**config.mk**
```make
export PLATFORM = sky130hd
export DESIGN_NAME = seq_det_param
export DESIGN_NICKNAME = d
export VERILOG_FILES = /design/src/rtl/seq_det_pkg.sv /design/src/rtl/seq_det_prefix.sv /design/src/rtl/seq_det_param.sv
export SDC_FILE = /design/constraint.sdc
export NUM_CORES = 1
export LEC_CHECK = 0
export BUFFER_PORTS_ARGS = -buffer_cell sky130_fd_sc_hd__buf_2
export CAP_MARGIN = 20
export CORE_ASPECT_RATIO = 0.9
export CORE_MARGIN = 4
export CORE_UTILIZATION = 39
export CTS_CLUSTER_SIZE = 24
export DETAILED_ROUTE_END_ITERATION = 7
export SYNTH_ARGS = -nofsm -noshare
export SYNTH_HDL_FRONTEND = slang
export SYNTH_SLANG_ARGS = --single-unit
```
**constraint.sdc**
```tcl
create_clock -name clk -period 5.4 [get_ports clk]
set_input_delay 0.27 -clock clk [delete_from_list [all_inputs] [get_ports clk]]
set_output_delay 0.27 -clock clk [all_outputs]
set_load 0.05 [all_outputs]
```
**src/rtl/seq_det_pkg.sv**
```systemverilog
// Shared definitions for the programmable serial sequence detector:
// progress-width helper, overlap-mode encoding and pattern-length clamp.
package seq_det_pkg;

  localparam logic MODE_NOVL = 1'b0;
  localparam logic MODE_OVL  = 1'b1;

  function automatic int prog_w(input int pat_w);
    return $clog2(pat_w + 1);
  endfunction

  // Zero or oversize lengths fall back to the full pattern width.
  function automatic int clamp_len(input int len, input int pat_w);
    return (len == 0 || len > pat_w) ? pat_w : len;
  endfunction

endpackage

```
**src/rtl/seq_det_prefix.sv**
```systemverilog
// Combinational finder: largest k (k <= fill_next, k < len or k <= len) such that
// the newest k history bits equal the first k pattern bits.
module seq_det_prefix
  import seq_det_pkg::*;
#(
  parameter int PAT_W = 6
) (
  input  logic [PAT_W-1:0]         hist_next,
  input  logic [PAT_W-1:0]         pat,
  input  logic [prog_w(PAT_W)-1:0] len,
  input  logic [prog_w(PAT_W)-1:0] fill_next,
  input  logic                     exclude_full,
  output logic [prog_w(PAT_W)-1:0] k
);

  localparam int LW = prog_w(PAT_W);

  logic [PAT_W-1:0] mask_c;

  // Ascending scan, so the last qualifying candidate is the longest one.
  always_comb begin
    k      = '0;
    mask_c = '0;
    for (int c = 1; c <= PAT_W; c++) begin
      if ((c < int'(len) || (!exclude_full && c == int'(len))) && c <= int'(fill_next)) begin
        mask_c = {PAT_W{1'b1}} >> (PAT_W - c);
        if ((hist_next & mask_c) == ((pat >> (int'(len) - c)) & mask_c))
          k = LW'(c);
      end
    end
  end

endmodule

```
**src/rtl/seq_det_param.sv**
```systemverilog
// Runtime-programmable serial sequence detector with overlap control.
// Optional saturating match counter enabled by `define SEQ_DET_CNT_EN.
module seq_det_param
  import seq_det_pkg::*;
#(
  parameter int               PAT_W   = 6,
  parameter int               CNT_W   = 8,
  parameter logic [PAT_W-1:0] PAT_RST = 6'b101011,
  parameter int               LEN_RST = 6
) (
  input  logic                     clk,
  input  logic                     rst_n,
  input  logic                     in,
  input  logic                     in_valid,
  input  logic                     overlap,
  input  logic                     cfg_load,
  input  logic [PAT_W-1:0]         cfg_pat,
  input  logic [prog_w(PAT_W)-1:0] cfg_len,
  input  logic                     cnt_clr,
  output logic                     out,
  output logic [prog_w(PAT_W)-1:0] state,
  output logic [CNT_W-1:0]         match_cnt
);

  localparam int LW = prog_w(PAT_W);

  logic [PAT_W-1:0] hist, hist_next, pat_q, len_mask;
  logic [LW-1:0]    len_q, fill, fill_next, k;
  logic             match, match_evt;

  assign hist_next = {hist[PAT_W-2:0], in};
  assign fill_next = (fill == LW'(PAT_W)) ? fill : fill + 1'b1;
  assign len_mask  = {PAT_W{1'b1}} >> (PAT_W - int'(len_q));
  assign match     = (fill_next >= len_q) && (((hist_next ^ pat_q) & len_mask) == '0);
  assign match_evt = in_valid && !cfg_load && match;

  seq_det_prefix #(.PAT_W(PAT_W)) u_prefix (
    .hist_next    (hist_next),
    .pat          (pat_q),
    .len          (len_q),
    .fill_next    (fill_next),
    .exclude_full (1'b1),
    .k            (k)
  );

  always_ff @(posedge clk or negedge rst_n) begin
    if (!rst_n) begin
      pat_q <= PAT_RST;
      len_q <= LW'(clamp_len(LEN_RST, PAT_W));
      hist  <= '0;
      fill  <= '0;
      state <= '0;
      out   <= 1'b0;
    end else if (cfg_load) begin
      pat_q <= cfg_pat;
      len_q <= LW'(clamp_len(int'(cfg_len), PAT_W));
      hist  <= '0;
      fill  <= '0;
      state <= '0;
      out   <= 1'b0;
    end else if (in_valid) begin
      hist <= hist_next;
      out  <= match;
      // Non-overlapping: emptying fill keeps matched bits out of the next search.
      if (match && overlap == MODE_NOVL) begin
        state <= '0;
        fill  <= '0;
      end else begin
        state <= k;
        fill  <= fill_next;
      end
    end else begin
      out <= 1'b0;
    end
  end

`ifdef SEQ_DET_CNT_EN
  always_ff @(posedge clk or negedge rst_n) begin
    if (!rst_n)
      match_cnt <= '0;
    else if (cnt_clr)
      match_cnt <= match_evt ? CNT_W'(1) : '0;
    else if (match_evt && match_cnt != '1)
      match_cnt <= match_cnt + 1'b1;
  end
`else
  logic unused_cnt;
  assign unused_cnt = cnt_clr ^ match_evt;
  assign match_cnt  = '0;
`endif

endmodule

```
==> results of run 1 <==
[logic make-up (layout without fill, tap and decap cells)]
group,after synthesis,in the layout,synth area share
mux,21,21,0.0933
flops,21,21,0.202
buf+inv,48,40,0.103
other cells,1,8,0.00142
simple gates,96,96,0.203
xor+xnor,18,18,0.0597
fa+ha+maj,16,16,0.0758
compound gates,94,94,0.262
[stage by stage]
stage                     setup slack [ns]  hold slack [ns]
after floorplan                       2.25          -0.0256
after global placement                1.87            0.245
after detailed placement              1.84            0.255
after CTS                             1.81            0.219
after global routing                  1.61            0.232
final                                 1.86            0.221
[cell type report]
cell class	count	area (sq um)
fillers	703	3860
multi-input cells	253	1860
flip-flops and latches	21	533
well taps	90	113
repair buffers	20	108
inverters	16	60.1
clock buffers	4	45.0
[registers in the layout, summed over array words and instances (netlist names)]
name	cells
pat_q	6
hist	5
fill	3
len_q	3
state	3
out	1
[cell usage after synthesis (all sizes together) (4+ instances only)]
cell,n
nor4,5
a21oi,16
nor2,20
xor2,8
o21ai,21
buf,20
mux2i,13
xnor2,10
or4,4
nand2b,5
dfrtp,15
nand2,23
nand3,7
dfstp,6
inv,16
ha,16
mux2,7
clkbuf,12
nor3,4
a211oi,6
[power groups by stage]
stage	logic, mW	registers (mW)	clock network [mW]
2_1_floorplan	0.247	0.188	0
4_1_cts	0.286	0.201	0.109
5_1_grt	0.318	0.204	0.115
6_report	0.287	0.201	0.104
3_5_place_dp	0.285	0.204	0
3_3_place_gp	0.280	0.203	0
[critical path: cells and delay by family (launching register included)]
family | cells | cell delay (ns)
flops | 1 | 0.74
compound gates | 2 | 0.29
simple gates | 3 | 0.99
fa+ha+maj | 1 | 0.77
xor+xnor | 1 | 0.07
buf+inv | 2 | 0.60
[repair_timing]
item	CTS	global route
hold endpoints to repair	15	0
resized for setup	0	0
hold buffers	1	0
[metal layers]
layer,wire [microns],up-vias,GRT usage
met5,0,-,0
met4,119,0,0.0511
met3,323,12,0.0114
li1,-,1151,-
met1,3330,1108,0.261
met2,3040,60,0.269
[placed cells by master (no fill, tap or decap), types with 3 or more instances in the layout]
cell	n
a211oi_1	6
a21oi_1	16
a22oi_1	3
a31oi_1	3
and2_1	3
buf_2	18
clkbuf_8	3
conb_1	8
dfrtp_1	15
dfstp_2	6
ha_1	16
inv_1	15
mux2_2	6
mux2i_1	11
nand2_1	23
nand2b_1	5
nand3_1	6
nand3b_1	3
nand4_1	3
nor2_1	19
nor2b_1	3
nor3_1	4
nor4_1	5
o211ai_1	3
o21ai_0	19
o221ai_1	3
o22ai_1	3
o2bb2ai_1	3
o31ai_1	3
xnor2_1	10
xor2_1	8
[path summary, 6_finish.rpt]
check	startpoint	to	slack (ns)	depth (start not counted)
worst max register to register	len_q[1]	state[2]	1.86	9
min in group asynchronous	rst_n	pat_q[4]	0.50	2
max in group asynchronous	rst_n	len_q[2]	4.55	2
worst min register to register	state[0]	state[0]	0.51	2
worst max-delay path	len_q[1]	state[2]	1.86	9
worst min-delay path	cfg_pat[2]	pat_q[2]	0.22	3
==> run summary, run 1 <==
Layout Skew = 0.00213 ns
CP Max Fanout = 19
die width = 94.7 microns
Comb power frac = 0.485
Rows = 28
1st-iter DRT viols = 177
core outline area = 0.00659 sq mm
post-DP HPWL = 5090 microns
post-layout minimum cycle time = 3.54 ns
number of I/O pins = 28
routed vias = 2331
Tcrit/Tclk final = 0.655
Seq cells post-synth = 21
vias in the first global route = 2168
Hold Path Class = in -> reg
Seq/Total Area, Yosys = 0.202
total setup buffers inserted after CTS = 0
Int Pwr = 0.335 mW
Clock Tree Root = clkbuf_8
worst setup path class = reg -> reg
initial antenna violation count = 0
Yosys cell types = 84
Pwr Total = 0.591 mW
CTS max path bufs = 2
YS warnings = 0
CP most frequent cell = inv_1
Final setup viols = 0
max frequency = 0.283 GHz
Worst slew margin = 0.560
gr ovfl total = 0
EDFF count, synth = 0
largest net degree at the start of global routing = 42
Synth Instances = 315
setup tns final = 0 ns
Antenna Cells = 0
Seq pwr share = 0.340
switching power = 0.256 mW
Async SR Flop Fraction = 1.00
fin util = 0.413
PD cells = 217 mW/mm^2
first-pass GRT wire length = 11300 microns
Clock power frac = 0.175
die height = 86.1 microns
IO buf count = 18
run status = completed
critical path arrival = 3.74 ns
Mean Syn Cell Area = 8.39 sq um
ranking of synthesized cells by area = dfrtp_1 (14%), ha_1 (7.6%), dfstp_2 (6.0%)
CP Capture Type = register
Avg Vias per Cell = 5.77
Switching Share = 0.434
Pre-Repair DR Iteration Count = 4
Synth top area share = 0.142
final non-filler cell total = 404
post-placement cell count = 399
Post-DP Area = 0.00267 sq mm
final wirelength = 6810 microns
maxcap violations = 0
top_reg_cell synth = dfrtp_1
clk sinks = 21
leading area contributor after synthesis = dfrtp_1
Area Growth Syn to Fin = 3.03%
Startpoint Class = register
Worst-Margin Slew = 0.659 ns
GRT Total Usage = 0.175
design area = 0.00272 sq mm
Slew Limit Fails = 0
VDD IR-drop max = 0.000182 V
initial core utilization = 0.401
residual DRC count = 0
Final #Nets = 347
Antenna Nets Post-Route = 0
WL per Instance = 16.9 microns
RePlAce Congestion = 0.861
Die ar. = 0.00815 sq mm
final hold vios = 0
cts bufs inserted = 3
CTS tree = built
RSZ-0062 raised after global routing = false
slowest stage delay, CP = 0.77 ns
CTS clk-pin slew, worst paths = 0.07 ns
WP data required = 5.60 ns
Cell Area, Synth = 0.00264 sq mm
critical path, cell by cell = inv_1 -> ha_1 -> inv_1 -> nor4_1 -> a211o_2 -> xnor2_1 -> or4_4 -> nand3_2 -> a22o_1
leak pwr = 1.11 nW
clk_lat worst skew = 0.26 ns
slowest CP cell = ha_1
H-tree lvl count = 1
layout cells sized above 1 = 0.162
Power figures use the tool's default switching activity.
==> run 2, diff against run 1 <==
--- a/config.mk
+++ b/config.mk
@@ -5,6 +5,7 @@
 export SDC_FILE = /design/constraint.sdc
 export NUM_CORES = 1
 export LEC_CHECK = 0
+export ABC_AREA = 1
 export BUFFER_PORTS_ARGS = -buffer_cell sky130_fd_sc_hd__buf_2
 export CAP_MARGIN = 20
 export CORE_ASPECT_RATIO = 0.9
==> constraint.sdc (replaced) <==
create_clock -name clk -period 3.6 [get_ports clk]
set_input_delay 0.18 -clock clk [delete_from_list [all_inputs] [get_ports clk]]
set_output_delay 0.18 -clock clk [all_outputs]
set_load 0.05 [all_outputs]
==> run 2 against run 1 <==
  * Flip-flop and latch count stayed put
  * Register-to-register slack worse by 1.0 ns
  * Clock skew is 0.0018 ns higher
  * Maximum frequency is 28% higher
  * Total power is 51% higher
  * Critical path depth is 5 higher
  * Via count is 15% higher
  * Final cell count is 28% higher
  * Hold slack worse by 0.11 ns
  * Clock power is 61% higher
  * Setup slack worse by 1.0 ns
  * Global-route usage is 2.0 points higher
  * Critical path type unchanged
  * Highest routed layer unchanged
==> run summary, run 2 <==
Clock power frac = 0.186 (was 0.175)
leak pwr = 1.47 nW (was 1.11 nW)
Slew Limit Fails = 0 (unchanged)
Antenna Cells = 0 (unchanged)
Pre-Repair DR Iteration Count = 5 (was 4)
1st-iter DRT viols = 325 (was 177)
Mean Syn Cell Area = 6.00 sq um (was 8.39 sq um)
Synth top area share = 0.214 (was 0.142)
Rows = 27 (was 28)
VDD IR-drop max = 0.000161 V (was 0.000182 V)
clk sinks = 21 (unchanged)
RePlAce Congestion = 0.989 (was 0.861)
top-count cell post-synth = nand2_1 (unchanged)
Yosys cell types = 34 (was 84)
initial antenna violation count = 0 (unchanged)
Biggest register = pat_q (unchanged)
worst setup path class = reg -> reg (unchanged)
setup tns final = 0 ns (unchanged)
routed vias = 2675 (was 2331)
cts bufs inserted = 3 (unchanged)
H-tree lvl count = 1 (unchanged)
Avg Vias per Cell = 5.18 (was 5.77)
most frequent cells in the layout = nand2_1 (143), nand3_1 (54), inv_1 (44) (was nand2_1 (23), o21ai_0 (19), nor2_1 (19))
Int Pwr = 0.471 mW (was 0.335 mW)
Die ar. = 0.00778 sq mm (was 0.00815 sq mm)
slowest stage delay, CP = 0.64 ns (was 0.77 ns)
commonest non-fill, non-tap cell in the layout = nand2_1 (unchanged)
Async SR Flop Fraction = 1.00 (unchanged)
die width = 92.6 microns (was 94.7 microns)
CP most frequent cell = nand2_1 (was inv_1)
switching power = 0.424 mW (was 0.256 mW)
number of I/O pins = 28 (unchanged)
first-pass GRT wire length = 12200 microns (was 11300 microns)
Cell Area, Synth = 0.00251 sq mm (was 0.00264 sq mm)
vias in the first global route = 2536 (was 2168)
Bufs and invs on worst path = 4 (was 2)
leading area contributor after synthesis = nand2_1 (was dfrtp_1)
post-DP HPWL = 5810 microns (was 5090 microns)
RSZ-0062 raised after global routing = false (unchanged)
Seq/Total Area, Yosys = 0.212 (was 0.202)
Area Growth Syn to Fin = 6.53% (was 3.03%)
CTS max path bufs = 2 (unchanged)
Largest register FFs = 6 (unchanged)
ranking of synthesized cells by area = nand2_1 (21%), dfrtp_1 (15%), nand3_1 (11%) (was dfrtp_1 (14%), ha_1 (7.6%), dfstp_2 (6.0%))
Final #Nets = 462 (was 347)
core outline area = 0.00618 sq mm (was 0.00659 sq mm)
clk_lat worst skew = 0.27 ns (was 0.26 ns)
EDFF count, synth = 0 (unchanged)
critical path, cell by cell = inv_2 -> ha_1 -> inv_1 -> nor2_1 -> o211ai_1 -> o21ai_1 -> nor2_1 -> nand4_1 -> nand2_1 -> inv_2 -> nand2_1 -> inv_1 -> nand2_1 -> nand2_1 (was inv_1 -> ha_1 -> inv_1 -> nor4_1 -> a211o_2 -> xnor2_1 -> or4_4 -> nand3_2 -> a22o_1)
Clock Tree Root = clkbuf_8 (unchanged)
final hold slack = 0.111 ns (was 0.221 ns)
YS warnings = 0 (unchanged)
maxcap violations = 0 (unchanged)
gr ovfl total = 0 (unchanged)
Antenna Nets Post-Route = 0 (unchanged)
top_reg_cell synth = dfrtp_1 (unchanged)
residual DRC count = 0 (unchanged)
Tcrit/Tclk final = 0.768 (was 0.655)
slowest CP cell = dfrtp_1 (was ha_1)
final wirelength = 7280 microns (was 6810 microns)
Layout Skew = 0.00392 ns (was 0.00213 ns)
Final setup viols = 0 (unchanged)
Top delay family on crit path = buffers and inverters (was simple AND/OR/NAND/NOR gates)
Comb power frac = 0.488 (was 0.485)
Seq cells post-synth = 21 (unchanged)
CTS tree = built (unchanged)
layout cells sized above 1 = 0.112 (was 0.162)
run status = completed (unchanged)
WP data required = 3.77 ns (was 5.60 ns)
CP Capture Type = register (unchanged)
Hold Path Class = in -> reg (unchanged)
Seq pwr share = 0.326 (was 0.340)
Startpoint Class = register (unchanged)
final hold vios = 0 (unchanged)
critical path arrival = 2.93 ns (was 3.74 ns)
initial core utilization = 0.406 (was 0.401)
GRT Total Usage = 0.195 (was 0.175)
WL per Instance = 14.1 microns (was 16.9 microns)
die height = 84.1 microns (was 86.1 microns)
Switching Share = 0.474 (was 0.434)
largest net degree at the start of global routing = 22 (was 42)
Synth Instances = 418 (was 315)
CP Max Fanout = 20 (was 19)
total setup buffers inserted after CTS = 0 (unchanged)
post-layout minimum cycle time = 2.76 ns (was 3.54 ns)
max frequency = 0.362 GHz (was 0.283 GHz)
IO buf count = 18 (unchanged)
CTS clk-pin slew, worst paths = 0.09 ns (was 0.07 ns)
PD cells = 335 mW/mm^2 (was 217 mW/mm^2)
Largest regs = pat_q (6), hist (5) (unchanged)
Synth top cells by count = nand2_1 (143), nand3_1 (54), inv_1 (44), nor2_1 (29), o21ai_0 (21) (was nand2_1 (23), nor2_1 (19), o21ai_0 (19), a21oi_1 (16), ha_1 (16))
run 2: cell count changes after synthesis, sizes merged, moves of 6 or more:
cell,change
inv,+33
o21ai,+6
a21oi,-7
nand2,+126
nand3,+47
mux2,-7
clkbuf,-7
nor2,+11
a211oi,-6
mux2i,-13
xnor2,-8
o22ai,+6
run 2: worst min-delay path, cell delays in order:
cell and delay, ns:
buf_2 0.07, nand2_1 0.04, o21ai_0 0.06
run 2: worst paths after layout:
| check | start | cells after the start | slack (ns) | endpoint |
|---|---|---|---|---|
| min in group asynchronous | rst_n | 2 | 0.40 | pat_q[2] |
| worst min register to register | state[2] | 2 | 0.48 | state[2] |
| worst max register to register | len_q[0] | 14 | 0.84 | state[0] |
| max in group asynchronous | rst_n | 2 | 2.86 | pat_q[1] |
| worst min-delay path | cfg_pat[2] | 3 | 0.11 | pat_q[2] |
| worst max-delay path | len_q[0] | 14 | 0.84 | state[0] |
run 2: final cells by class:
type | count | area [sq um]
clock buffer | 3 | 41.3
timing repair buffer | 22 | 123
tap | 87 | 109
fill | 671 | 3510
inverter | 49 | 184
clock inverter | 1 | 5.00
sequential | 21 | 533
multi-input combinational | 333 | 1680
run 2: per-layer routing:
metal / track usage / wire [microns] / up-vias / share of wire
met5: 0 / 0 / - / 0
met4: 0.0877 / 182 / 0 / 0.025
met3: 0.0261 / 524 / 13 / 0.072
met2: 0.303 / 3130 / 108 / 0.43
met1: 0.268 / 3440 / 1196 / 0.47
li1: - / - / 1358 / -
run 2: kinds of logic after synthesis:
| logic type | count (synthesis) | share of synthesized area |
|---|---|---|
| compound gates | 54 | 0.126 |
| xor+xnor | 11 | 0.0384 |
| fa+ha+maj | 16 | 0.0798 |
| buf+inv | 71 | 0.129 |
| flops | 21 | 0.212 |
| other cells | 1 | 0.00149 |
| simple gates | 244 | 0.413 |
run 2: through the flow:
step / instances / power (mW) / worst slack [ns] / instance area [sq um] / utilization
after floorplan: 425 / 0.627 / 1.33 / 2540 / -
after global placement: 511 / 0.720 / 0.889 / 2620 / 0.423
after detailed placement: 511 / 0.724 / 0.874 / 2620 / 0.423
after CTS: 516 / 0.891 / 0.868 / 2670 / 0.433
after global routing: 516 / 0.975 / 0.522 / 2670 / 0.433
final: 516 / 0.894 / 0.835 / 2670 / 0.433
run 2: repair_timing:
item	in CTS	in global routing
hold endpoints to repair	15	0
hold buffers	1	0
gates resized for setup	0	0
run 2: power by group through the flow:
stage | clock network (mW) | logic [mW] | registers [mW]
6_report | 0.167 | 0.436 | 0.291
5_1_grt | 0.181 | 0.499 | 0.295
4_1_cts | 0.169 | 0.432 | 0.290
3_5_place_dp | 0 | 0.429 | 0.295
3_3_place_gp | 0 | 0.426 | 0.294
2_1_floorplan | 0 | 0.341 | 0.287
